**src/rtl/fizzbuzz_sequencer.sv**
```systemverilog
// Steps n = 1..limit through an external fizzbuzz stage and streams one token per value,
// keeping running fizz/buzz totals for the current run.
module fizzbuzz_sequencer #(
  parameter int BITS = 7
) (
  input  logic            clk,
  input  logic            rst_n,
  input  logic            start,
  input  logic [BITS-1:0] limit,
  output logic [BITS-1:0] fb_n,
  input  logic            fb_fizz,
  input  logic            fb_buzz,
  output logic            out_valid,
  input  logic            out_ready,
  output logic [BITS-1:0] out_num,
  output logic [1:0]      out_kind,
  output logic            out_last,
  output logic            busy,
  output logic [BITS-1:0] fizz_count,
  output logic [BITS-1:0] buzz_count
);

  typedef enum logic [1:0] {S_IDLE, S_RUN, S_DRAIN} state_t;

  state_t          state_q, state_d;
  logic [BITS-1:0] cnt_q, cnt_d;
  logic [BITS-1:0] limit_q, limit_d;
  logic [BITS-1:0] num_q, num_d;
  logic [1:0]      kind_q, kind_d;
  logic            valid_q, valid_d;
  logic            last_q, last_d;
  logic [BITS-1:0] fizz_q, fizz_d;
  logic [BITS-1:0] buzz_q, buzz_d;
  logic            slot_free;
  logic            handshake;

  always_comb begin
    state_d   = state_q;
    cnt_d     = cnt_q;
    limit_d   = limit_q;
    num_d     = num_q;
    kind_d    = kind_q;
    valid_d   = valid_q;
    last_d    = last_q;
    fizz_d    = fizz_q;
    buzz_d    = buzz_q;
    slot_free = !valid_q || out_ready;
    handshake = valid_q && out_ready;

    // Totals follow accepted tokens, so they lag capture by the handshake.
    if (handshake) begin
      fizz_d = fizz_q + BITS'(kind_q[0]);
      buzz_d = buzz_q + BITS'(kind_q[1]);
    end

    case (state_q)
      S_IDLE: begin
        if (start && (limit != '0)) begin
          limit_d = limit;
          cnt_d   = BITS'(1);
          fizz_d  = '0;
          buzz_d  = '0;
          state_d = S_RUN;
        end
      end
      S_RUN: begin
        if (slot_free) begin
          valid_d = 1'b1;
          num_d   = cnt_q;
          kind_d  = {fb_buzz, fb_fizz};
          last_d  = (cnt_q == limit_q);
          if (cnt_q == limit_q) state_d = S_DRAIN;
          else                  cnt_d   = cnt_q + BITS'(1);
        end
      end
      S_DRAIN: begin
        if (out_ready) begin
          valid_d = 1'b0;
          last_d  = 1'b0;
          state_d = S_IDLE;
        end
      end
      default: state_d = S_IDLE;
    endcase
  end

  always_ff @(posedge clk or negedge rst_n) begin
    if (!rst_n) begin
      state_q <= S_IDLE;
      cnt_q   <= '0;
      limit_q <= '0;
      num_q   <= '0;
      kind_q  <= '0;
      valid_q <= 1'b0;
      last_q  <= 1'b0;
      fizz_q  <= '0;
      buzz_q  <= '0;
    end else begin
      state_q <= state_d;
      cnt_q   <= cnt_d;
      limit_q <= limit_d;
      num_q   <= num_d;
      kind_q  <= kind_d;
      valid_q <= valid_d;
      last_q  <= last_d;
      fizz_q  <= fizz_d;
      buzz_q  <= buzz_d;
    end
  end

  assign fb_n       = (state_q == S_RUN) ? cnt_q : '0;
  assign out_valid  = valid_q;
  assign out_num    = num_q;
  assign out_kind   = kind_q;
  assign out_last   = last_q;
  assign busy       = (state_q == S_RUN) || (state_q == S_DRAIN);
  assign fizz_count = fizz_q;
  assign buzz_count = buzz_q;

endmodule
```
**config.mk**
```make
export PLATFORM = sky130hd
export DESIGN_NAME = fizzbuzz_sequencer
export DESIGN_NICKNAME = d
export VERILOG_FILES = /design/src/rtl/fizzbuzz_sequencer.sv
export SDC_FILE = /design/constraint.sdc
export NUM_CORES = 1
export LEC_CHECK = 0
export ABC_AREA = 1
export BUFFER_PORTS_ARGS = -buffer_cell sky130_fd_sc_hd__buf_2
export CAP_MARGIN = 30
export CORE_UTILIZATION = 40
export CTS_CLUSTER_SIZE = 25
export DETAILED_ROUTE_END_ITERATION = 6
export PLACE_DENSITY = 0.69
export SETUP_SLACK_MARGIN = 0.05
export SLEW_MARGIN = 5
export SYNTH_ARGS = -nofsm -noshare
export SYNTH_HDL_FRONTEND = slang
export SYNTH_SLANG_ARGS = --single-unit
```
**constraint.sdc**
```tcl
create_clock -name clk -period 1.4 [get_ports clk]
set_input_delay 0 -clock clk [delete_from_list [all_inputs] [get_ports clk]]
set_output_delay 0 -clock clk [all_outputs]
set_load 0.1 [all_outputs]
```
==> reports/results.txt <==
Register area - 1060 um^2
Combinational power share - 58.2%
Fmax - 664 MHz
Yosys warns - 0
Largest net degree at the start of global routing - 18
Fin. max-slew vios - 0
Initial Util - 42.4%
Vias - 2,125
Mapped cell area - 2200 um^2
Final Cell Area - 3420 um^2
Die Span X - 76.2 um
Status - finished, violations left
# DRC - 0
Failing checks - setup timing
Measured slew at the worst slew-check pin - 0.497 ns
DR WL/cell - 12.4 um
Grt total ovfl - 0
Max Root-Sink Buffers - 2
Setup slack after layout - -0.106 ns
VDD IR-drop max - 2060 uV
Fin. Hold Viols - 0
Clock Latency Late Sink - 0.29 ns
RSZ-0062 raised after global routing - true
Area Overhead vs Synth - 55.3%
Internal power - 3.38 mW
Post-layout nets - 402
Post-Syn Nets - 305
Final GP Congestion - 0.848
Cell count after synthesis - 284
Tmin final - 1.51 ns
Number of fill cells in the layout - 409
# port buffers - 45
Seq pwr share - 26.6%
Number of DRC markers in iteration 0 - 100
Synth area leader - dfrtp_1
Met1 Usage GRT - 27.2%
Share of layout cells above drive strength 1 - 41.9%
Reg2reg end - out_valid$_DFFE_PN0P_
Worst setup path class - reg -> out
Drt total wl - 5.59 mm
HP Class - in -> async
CTS Root Cell - clkbuf_8
Die ar. - 5810 um^2
Pre-Repair DR Iteration Count - 4
Slew HR - 67.1%
Sequential area share after synthesis - 46.5%
CTS sink cnt - 41
Finished Layout Cells - 452
Setup violations, final - 17
CP endpoint kind - output pin
Placed insts - 419
Post-synth top area share - 46.5%
Switching share of total power - 48.6%
Library cells used by synthesis - 27
GR Util met2 - 32.6%
Reg2Reg Setup Slack - -0.09 ns
N_diodes - 0
CP arrival - 1.51 ns
Via/cell ratio - 4.70
Post-DRT Antenna Nets - 0
Reg clk slew, reported paths - 0.08 ns
MaxCap Viol Count - 0
Dpl cell area - 2980 um^2
Post-DP HPWL - 3.88 mm
Clock share of power - 15.2%
Crit Path Max Fanout - 7
GRT Util Overall - 19.9%
CTS tree - done
Worst clock skew - 0.00256 ns
Data required time of the worst path - 1.40 ns
Period utilisation layout - 108%
Number of global-route vias before repair - 2,016
P_sw - 3.19 mW
Grt met3 use - 2.99%
Crit Reg-Reg Startpoint - state_q[1]$_DFFE_PN0P_
GR peak layer - met2
Die height - 76.2 um
CTS Buf Count - 5
Pleak - 1.86 nW
Power Density - 1920 nW/um^2
First-pass GRT wire length - 9.28 mm
I/O Pins - 46
Row count - 26
Core area - 5200 um^2
Setup crit start kind - flop
Number of synthesized register bits - 41
Antenna violations before repair - 0
CTS H-tree depth - 2
R2R depth - 6
Avg Inst Size Synth - 7.76 um^2
Top post-synthesis cells by area - dfrtp_1, nand2_1, inv_1
Area of the multi-input gates - 1180 um^2
## worst max-delay path by stage
stage	start	end	slack, ns	cells after the start
3_5_place_dp	state_q[0]$_DFFE_PN0P_	out_valid$_DFFE_PN0P_	-0.14	6
5_1_grt	state_q[0]$_DFFE_PN0P_	fb_n[6]	-0.17	6
6_report	state_q[0]$_DFFE_PN0P_	fb_n[6]	-0.11	6
3_3_place_gp	state_q[0]$_DFFE_PN0P_	out_valid$_DFFE_PN0P_	-0.05	6
2_1_floorplan	state_q[1]$_DFFE_PN0P_	cnt_q[6]$_DFFE_PN0P_	-0.29	9
4_1_cts	state_q[0]$_DFFE_PN0P_	out_valid$_DFFE_PN0P_	-0.11	6
## state kept, by name, summed over array words and instances, names as in the netlist
| register | cells |
|---|---|
| buzz_count | 7 |
| out_kind | 2 |
| cnt_q | 7 |
| out_num | 7 |
| state_q | 2 |
| out_last | 1 |
| limit_q | 7 |
| out_valid | 1 |
| fizz_count | 7 |
## cells in the final DEF (no fill, tap or decap), drive strengths merged
cell         Yosys  final
a21boi           1      1
a21oi            4      4
a32oi            1      1
buf              3     84
bufinv           0      1
clkbuf           1      7
clkinv           1      1
clkinvlp         0      6
dfrtp           41     41
dlygate4sd3      0     10
ha               8      8
inv             42     36
mux2             1      1
nand2          110    110
nand3           17     17
nand4            2      2
nor2            23     23
nor3             2      2
nor3b            2      2
o21ai           15     15
o21bai           1      1
xnor2            3      3
xor2             6      6
## power by group through the flow
stage               clock network [mW]  logic (mW)  registers [mW]
floorplan                            0        1.66            2.60
global placement                     0        3.34            1.76
detailed placement                   0        3.38            1.77
CTS                               1.01        3.64            1.75
global route                      1.08        4.09            1.79
finish                           0.998        3.82            1.75
## layout make-up
class	count	area share (%)
inverter	43	5.59
timing repair buffer	94	23.2
sequential	41	30.8
multi-input combinational	196	34.4
clock buffer	7	2.52
tap	70	2.56
clock inverter	1	0.877
## kinds of logic (layout without fill, tap and decap cells)
kind of cell             Yosys count  count (layout)  share of synthesized area (%)
AO/OA/AOI/OAI                     22              22                           6.41
XOR/XNOR                           9               9                           3.58
adder cells (fa/ha/maj)            8               8                           4.54
buffers and inverters             47             145                           8.17
flip-flops                        41              41                           46.5
multiplexers                       1               1                          0.511
AND/OR/NAND/NOR                  156             156                           30.2
## layer usage
metal / vias to the layer above / wire (um)
met5: - / 0
met4: 0 / 80
met3: 4 / 216
met2: 45 / 2710
met1: 1010 / 2580
li1: 1066 / -
## repair_timing
action | in CTS | in global routing
endpoints found under the setup margin | 39 | 40
setup buffers | 6 | 9
pin swaps | 6 | 10
endpoints found under the hold margin | 35 | 0
gates resized for setup | 20 | 16
cloned | 0 | 0
hold buffers | 10 | 0
## synthesized netlist by cell type (all sizes together)
library cell	n
nand2	110
inv	42
dfrtp	41
nor2	23
nand3	17
o21ai	15
ha	8
xor2	6
a21oi	4
buf	3
xnor2	3
nand4	2
nor3	2
nor3b	2
a21boi	1
a32oi	1
clkbuf	1
clkinv	1
mux2	1
o21bai	1
## worst max-delay path: stages (launching register included)
cell,delay (ns)
dfrtp_1,0.43
ha_4,0.19
buf_8,0.14
buf_12,0.12
nand2_4,0.05
clkinvlp_4,0.10
buf_12,0.17
## per-stage QoR
stage               setup TNS, ns  power [mW]  worst slack [ns]  utilization (%)  hold WS [ns]
global route                -3.05        6.96            -0.167             65.8         0.227
floorplan                  -0.920        4.26            -0.288                -        -0.296
finish                      -1.01        6.57            -0.106             65.8         0.187
global placement          -0.0554        5.10           -0.0516             57.2       -0.0619
detailed placement         -0.670        5.15            -0.141             57.2       -0.0605
CTS                         -1.40        6.40            -0.106             63.6         0.194
No activity file was read; power rests on OpenSTA's default activity.
